[config.mk]
export PLATFORM = sky130hd
export DESIGN_NAME = transport_receive
export DESIGN_NICKNAME = d
export VERILOG_FILES = /design/src/rtl/transport_pkg.sv /design/src/rtl/sample_fifo.sv /design/src/rtl/transport_receive.sv
export SDC_FILE = /design/constraint.sdc
export NUM_CORES = 1
export LEC_CHECK = 0
export ABC_AREA = 1
export CAP_MARGIN = 20
export CORE_UTILIZATION = 50
export CTS_CLUSTER_SIZE = 20
export DETAILED_ROUTE_END_ITERATION = 7
export GPL_TIMING_DRIVEN = 1
export HOLD_SLACK_MARGIN = 0.1
export PLACE_DENSITY = 0.66
export REMOVE_ABC_BUFFERS = 1
export SLEW_MARGIN = 20
export SYNTH_ARGS = -nofsm -noshare
export SYNTH_HDL_FRONTEND = slang
export SYNTH_SLANG_ARGS = --single-unit
[constraint.sdc]
create_clock -name clk -period 7.3 [get_ports clk]
set_clock_uncertainty 0.2 [all_clocks]
set_input_delay 1.46 -clock clk [delete_from_list [all_inputs] [get_ports clk]]
set_output_delay 1.46 -clock clk [all_outputs]
set_load 0.01 [all_outputs]
[src/rtl/transport_pkg.sv]
// Shared definitions for the transport link: header bytes, command
// encoding (common with the send side) and the receive FSM states.
package transport_pkg;

  localparam logic [7:0] HDR_CTRL  = 8'h40;
  localparam logic [7:0] HDR_AUDIO = 8'h80;

  localparam logic [1:0] CMD_IDLE  = 2'd0;
  localparam logic [1:0] CMD_CTRL  = 2'd1;
  localparam logic [1:0] CMD_AUDIO = 2'd2;

  typedef enum logic [2:0] {
    IDLE,
    HDR,
    CTRL_HI,
    CTRL_LO,
    AUD_HI,
    AUD_LO,
    PAD,
    DROP
  } rx_state_t;

  // Map a header byte to its command; unknown headers map to CMD_IDLE.
  function automatic logic [1:0] hdr_to_cmd(input logic [7:0] hdr);
    case (hdr)
      HDR_CTRL:  return CMD_CTRL;
      HDR_AUDIO: return CMD_AUDIO;
      default:   return CMD_IDLE;
    endcase
  endfunction

endpackage

[src/rtl/sample_fifo.sv]
// Synchronous first-word-fall-through sample FIFO. rdata is the head entry
// and is valid whenever empty is low. A pop on an empty FIFO is ignored; a
// push on a full FIFO succeeds only if a pop happens on the same edge.
module sample_fifo #(
  parameter int DEPTH = 64,
  parameter int WIDTH = 16
) (
  input  logic                     clk,
  input  logic                     reset,
  input  logic                     push,
  input  logic [WIDTH-1:0]         wdata,
  input  logic                     pop,
  output logic [WIDTH-1:0]         rdata,
  output logic [$clog2(DEPTH):0]   count,
  output logic                     empty,
  output logic                     full
);

  localparam int AW = $clog2(DEPTH);

  logic [WIDTH-1:0] mem [DEPTH];
  logic [AW-1:0]    wr_ptr;
  logic [AW-1:0]    rd_ptr;
  logic             pop_ok;
  logic             push_ok;

  assign empty   = (count == '0);
  assign full    = (count == (AW+1)'(DEPTH));
  assign pop_ok  = pop & ~empty;
  assign push_ok = push & (~full | pop_ok);
  assign rdata   = mem[rd_ptr];

  // Storage array, written only on an accepted push.
  always_ff @(posedge clk) begin
    if (push_ok) mem[wr_ptr] <= wdata;
  end

  // Pointers and occupancy; pointers wrap naturally since DEPTH is 2^AW.
  always_ff @(posedge clk) begin
    if (reset) begin
      wr_ptr <= '0;
      rd_ptr <= '0;
      count  <= '0;
    end else begin
      if (push_ok) wr_ptr <= wr_ptr + 1'b1;
      if (pop_ok)  rd_ptr <= rd_ptr + 1'b1;
      case ({push_ok, pop_ok})
        2'b10:   count <= count + 1'b1;
        2'b01:   count <= count - 1'b1;
        default: count <= count;
      endcase
    end
  end

endmodule

[src/rtl/transport_receive.sv]
// Receive end of the transport link: parses one packet per sending frame,
// delivers control words and buffers audio samples in a FWFT FIFO.
// Optional macro TRANSPORT_RX_ERRCNT_EN adds errCount and lastBadHdr.
//
//  state   | meaning
//  IDLE    | waiting for a rising edge of sending
//  HDR     | expecting the header byte
//  CTRL_HI | expecting control word high byte
//  CTRL_LO | expecting control word low byte
//  AUD_HI  | expecting sample high byte
//  AUD_LO  | expecting sample low byte, push on arrival
//  PAD     | consuming pad bytes up to the last index
//  DROP    | consuming bytes of a packet with a bad header
module transport_receive
  import transport_pkg::*;
#(
  parameter int PACKET_BYTES = 16,
  parameter int FIFO_DEPTH   = 64
) (
  input  logic                          clk,
  input  logic                          reset,
  input  logic [7:0]                    packetIn,
  input  logic                          byteValid,
  input  logic                          sending,
  output logic                          ctrlValid,
  output logic [15:0]                   ctrlData,
  output logic [15:0]                   sampleOut,
  input  logic                          sampleRdEn,
  output logic                          sampleEmpty,
  output logic [$clog2(FIFO_DEPTH):0]   sampleCount,
  output logic                          pktError
`ifdef TRANSPORT_RX_ERRCNT_EN
  ,
  output logic [7:0]                    errCount,
  output logic [7:0]                    lastBadHdr
`endif
);

  localparam int IDX_W = $clog2(PACKET_BYTES);
  localparam logic [IDX_W-1:0] LAST_IDX   = IDX_W'(PACKET_BYTES - 1);
  localparam logic [IDX_W-1:0] SAMPLE_END = IDX_W'(PACKET_BYTES - 2);

  rx_state_t        state, state_nxt;
  logic [IDX_W-1:0] idx, idx_nxt;
  logic             sending_q;
  logic             rise;
  logic [7:0]       hi_q;
  logic             hi_load;
  logic             ctrl_load;
  logic             push;
  logic             full;
  logic             err_nxt;
  logic             ovf_seen, ovf_seen_nxt;
`ifdef TRANSPORT_RX_ERRCNT_EN
  logic             bad_hdr;
`endif

  assign rise = sending & ~sending_q;

  // Next-state, byte index and per-byte actions for the packet parser.
  always_comb begin
    state_nxt    = state;
    idx_nxt      = idx;
    hi_load      = 1'b0;
    ctrl_load    = 1'b0;
    push         = 1'b0;
    err_nxt      = 1'b0;
    ovf_seen_nxt = ovf_seen;
`ifdef TRANSPORT_RX_ERRCNT_EN
    bad_hdr      = 1'b0;
`endif
    if (rise) begin
      // a fresh frame always restarts; an unfinished one is reported
      err_nxt      = (state != IDLE);
      state_nxt    = HDR;
      idx_nxt      = '0;
      ovf_seen_nxt = 1'b0;
    end else if (state != IDLE && !sending) begin
      err_nxt   = 1'b1;
      state_nxt = IDLE;
      idx_nxt   = '0;
    end else if (state != IDLE && byteValid) begin
      idx_nxt = idx + 1'b1;
      case (state)
        HDR: begin
          case (hdr_to_cmd(packetIn))
            CMD_CTRL:  state_nxt = CTRL_HI;
            CMD_AUDIO: state_nxt = AUD_HI;
            default: begin
              state_nxt = DROP;
              err_nxt   = 1'b1;
`ifdef TRANSPORT_RX_ERRCNT_EN
              bad_hdr   = 1'b1;
`endif
            end
          endcase
        end
        CTRL_HI: begin
          hi_load   = 1'b1;
          state_nxt = CTRL_LO;
        end
        CTRL_LO: begin
          ctrl_load = 1'b1;
          state_nxt = PAD;
        end
        AUD_HI: begin
          hi_load   = 1'b1;
          state_nxt = AUD_LO;
        end
        AUD_LO: begin
          push = 1'b1;
          // full with no simultaneous pop: sample is lost, report once
          if (full && !sampleRdEn && !ovf_seen) begin
            err_nxt      = 1'b1;
            ovf_seen_nxt = 1'b1;
          end
          state_nxt = (idx == SAMPLE_END) ? PAD : AUD_HI;
        end
        PAD, DROP: begin
          if (idx == LAST_IDX) begin
            state_nxt = IDLE;
            idx_nxt   = '0;
          end
        end
        default: begin
          state_nxt = IDLE;
          idx_nxt   = '0;
        end
      endcase
    end
  end

  // Parser state, byte latch and registered output pulses.
  always_ff @(posedge clk) begin
    if (reset) begin
      state     <= IDLE;
      idx       <= '0;
      // held high so a frame already in progress is not mistaken for a start
      sending_q <= 1'b1;
      hi_q      <= '0;
      ovf_seen  <= 1'b0;
      ctrlValid <= 1'b0;
      ctrlData  <= '0;
      pktError  <= 1'b0;
    end else begin
      state     <= state_nxt;
      idx       <= idx_nxt;
      sending_q <= sending;
      ovf_seen  <= ovf_seen_nxt;
      if (hi_load) hi_q <= packetIn;
      ctrlValid <= ctrl_load;
      if (ctrl_load) ctrlData <= {hi_q, packetIn};
      pktError  <= err_nxt;
    end
  end

`ifdef TRANSPORT_RX_ERRCNT_EN
  // Saturating error tally and capture of the latest invalid header.
  always_ff @(posedge clk) begin
    if (reset) begin
      errCount   <= '0;
      lastBadHdr <= '0;
    end else begin
      if (err_nxt && errCount != 8'hFF) errCount <= errCount + 1'b1;
      if (bad_hdr) lastBadHdr <= packetIn;
    end
  end
`endif

  sample_fifo #(
    .DEPTH (FIFO_DEPTH),
    .WIDTH (16)
  ) u_fifo (
    .clk   (clk),
    .reset (reset),
    .push  (push),
    .wdata ({hi_q, packetIn}),
    .pop   (sampleRdEn),
    .rdata (sampleOut),
    .count (sampleCount),
    .empty (sampleEmpty),
    .full  (full)
  );

endmodule

==> run_results.csv <==
group,metric,value,unit
critical_path,worst-setup-path-type,"flop to output port",
global_routing,grt_max_degree,205,
logic_synthesis,yosys_warnings,0,
cells_and_area,fin_cells,5161,
logic_synthesis,async_flop_share,0,%
place,placed_cell_area,46100,um2
outcome,outcome,"completed",
route,first_iter_violations,3578,
floorplanning,die_h,300,um
route,first_pass_iters,6,
logic_synthesis,ys_seq_elements,1084,
floorplanning,die-area,90000,um2
critical_path,r2r-start,"state[2]",
power_and_ir_drop,power_density,321,nW/um2
cts,post_cts.repair.setup_buffers,0,
global_routing,grt_pass1_vias,27700,
cts,clock_sinks,1084,
route,ant_nets,0,
critical_path,reg2reg_to,"u_fifo.mem[24][14]",
floorplanning,initial_utilization,50.8,%
cts,cts_root_buf,"clkbuf_16",
logic_synthesis,synth_most_common_cell,"nand2_1",
global_routing,grtUsageTotal,26.0,%
logic_synthesis,synth_ff_type,"edfxtp_1",
flow_run,maxCapViolations,0,
cts,clockBufferDepth,3,
floorplanning,coreArea,87400,um2
logic_synthesis,synth_edf_count,1024,
sta,fin_ws,1.28,ns
critical_path,cp.required,5.64,ns
global_routing,grt_pass1_wl,175000,um
worst_hold_path,min_path_type,"flop to flop",
critical_path,crit_fanout,188,
logic_synthesis,synth_top_area_share,69.2,%
place,hpwl,64000,um
power_and_ir_drop,peakVddDrop,0.000262,V
worst_hold_path,hp-start,"ctrlData[15]",
cts,cts_tree,"yes",
place,dp_cells,4953,
critical_path,reg2reg_depth,9,
route,wl_per_cell,22.8,um
cells_and_area,fin_area,49700,um2
global_routing,antenna_found_initial,2,
worst_hold_path,whs_path_depth,2,
cts,cts.clk_slew.worst_paths,0.06,ns
route,remaining_drc_errors,0,
sta,rsz0062_at_grt,"false",
cts,insertion_delay,0.69,ns
cells_and_area,syn2layout_area_growth,11.9,%
route,vias,29700,
power_and_ir_drop,total_power,0.0160,W
sta,slew_viol_final,0,
logic_synthesis,synth-seq-area-share,71.9,%
place,post-place-ws,2.03,ns
floorplanning,ios,55,
logic_synthesis,synthTopCellsByArea,"edfxtp_1 (69%), nand2_1 (11%), nand3_1 (10%)",
place,portBuffers,54,
cells_and_area,drive_above_1_share,8.16,%
cts,post_cts_resized,0,
sta,hold_violations,0,
cts,h-tree-depth,3,
global_routing,overflow,0,
logic_synthesis,syn_inst,3866,
place,place_congestion,0.824,
cells_and_area,fillers,7163,
sta,slew_headroom,23.9,%
critical_path,start_kind,"flop",
route,viasPerCell,5.75,
floorplanning,fp-row-count,108,
floorplanning,fp.dieW,300,um
logic_synthesis,synth_area_per_cell,11.5,um2
logic_synthesis,yosysUniqueCellTypes,39,
sta,worst_pin_slew,1.14,ns
critical_path,cp-end-kind,"output port",
cts,holdBufCountCts,0,
critical_path,critPathArrivalTime,4.36,ns
sta,setup_violations,0,
sta,fmax,166,MHz
sta,period_minus_slack,6.02,ns
power_and_ir_drop,p_leak,18.6,nW
logic_synthesis,synth_largest_area_cell,"edfxtp_1",
logic_synthesis,netlist_area,44400,um2
cts,cts_buffers,111,
cells_and_area,antenna_cells,0,
critical_path,r2r_slack,4.16,ns
route,routed_wl,118000,um
cells_and_area,nNetsFinal,3939,
worst_hold_path,min_to,"ctrlData[15]",
logic_synthesis,yosys-top-cells-count,"nand2_1 (1347), edfxtp_1 (1024), nand3_1 (883)",
sta,finalCritPeriodShare,82.5,%
worst max-delay path by stage:
stage          start             to  slack (ns)  cells past startpoint
2_1_floorplan   flop   sampleOut[0]       -9.83                      9
3_3_place_gp    flop  sampleOut[13]        2.04                     11
3_5_place_dp    flop  sampleOut[13]        2.03                     11
4_1_cts         flop  sampleOut[13]        1.27                     11
5_1_grt         flop  sampleOut[13]        1.13                     11
6_report        flop  sampleOut[13]        1.28                     11
cell usage in the layout (no fill, tap or decap), drive strengths merged:
| cell type | n |
|---|---|
| dfxtp | 60 |
| clkbuf | 132 |
| bufinv | 13 |
| edfxtp | 1024 |
| fa | 1 |
| nor3b | 1 |
| nor2 | 140 |
| o211ai | 1 |
| a31oi | 1 |
| ha | 14 |
| a211oi | 1 |
| nand2 | 1353 |
| xor2 | 6 |
| nor4 | 2 |
| o21bai | 1 |
| a21oi | 29 |
| clkinv | 59 |
| or2 | 1 |
| a22oi | 1 |
| clkinvlp | 3 |
| buf | 116 |
| clkdlybuf4s50 | 46 |
| nand4 | 8 |
| o31ai | 1 |
| nor3 | 5 |
| inv | 54 |
| a21o | 1 |
| nand3 | 892 |
| o21ai | 40 |
metal layers:
metal | vias to the layer above | GRT usage (%) | wire, um | share of wire (%)
li1 | 13600 | - | - | -
met1 | 14400 | 37.6 | 48700 | 41
met2 | 1398 | 40.8 | 54800 | 46
met3 | 211 | 4.47 | 11400 | 9.6
met4 | 4 | 7.37 | 3030 | 2.6
met5 | - | 0 | 34 | 0.029
area by class of cell:
type	count	area (um2)	share of cell area, %
clock buffers	132	2880	5.79
clock inverters	76	756	1.52
inverters	53	226	0.456
multi-input cells	2499	11000	22.2
flip-flops and latches	1084	32000	64.3
well taps	1155	1450	2.91
repair buffers	162	1410	2.84
through the flow:
stage                     hold slack, ns  util, %  TNS, ns
after floorplan                    0.247        -  -157.21
after global placement             0.256     52.7        0
after detailed placement           0.271     52.7        0
after CTS                          0.282     56.8        0
after global routing               0.308     56.8        0
final                              0.278     56.8        0
sequential cells by signal (all words and copies together) (netlist names), 3 cells and up, named ones only:
name / flops
ctrlData: 16
hi_q: 8
idx: 4
state: 3
u_fifo.count: 7
u_fifo.mem: 1024
u_fifo.rd_ptr: 6
u_fifo.wr_ptr: 6
critical path: stages (launching register included):
cell and delay, ns:
dfxtp_4 0.59, inv_16 0.60, buf_4 0.58, nand2_1 0.12, nand3_1 0.09, nand3_1 0.10, nand2_1 0.10, nand2_1 0.06
nand3_1 0.27, nand3_1 0.22, nand2_1 0.24, clkdlybuf4s50_1 0.58
where the power goes:
group	switching (W)	total (W)	internal, W
Sequential	0.000117	0.00690	0.00678
Combinational	0.00239	0.00341	0.00102
Clock	0.00239	0.00566	0.00327
Total	0.00489	0.0160	0.0111
cell families (layout without fill, tap and decap cells):
logic type / Yosys count / count (layout) / synth area share (%)
adders and majority gates: 15 / 15 / 0.439
DFF: 1084 / 1084 / 71.9
AOI/OAI and AO/OA: 76 / 76 / 0.902
buffers and inverters: 283 / 423 / 3.27
xor gates and xnor gates: 6 / 6 / 0.118
and+or+nand+nor: 2402 / 2402 / 23.3
Power figures use the tool's default switching activity.
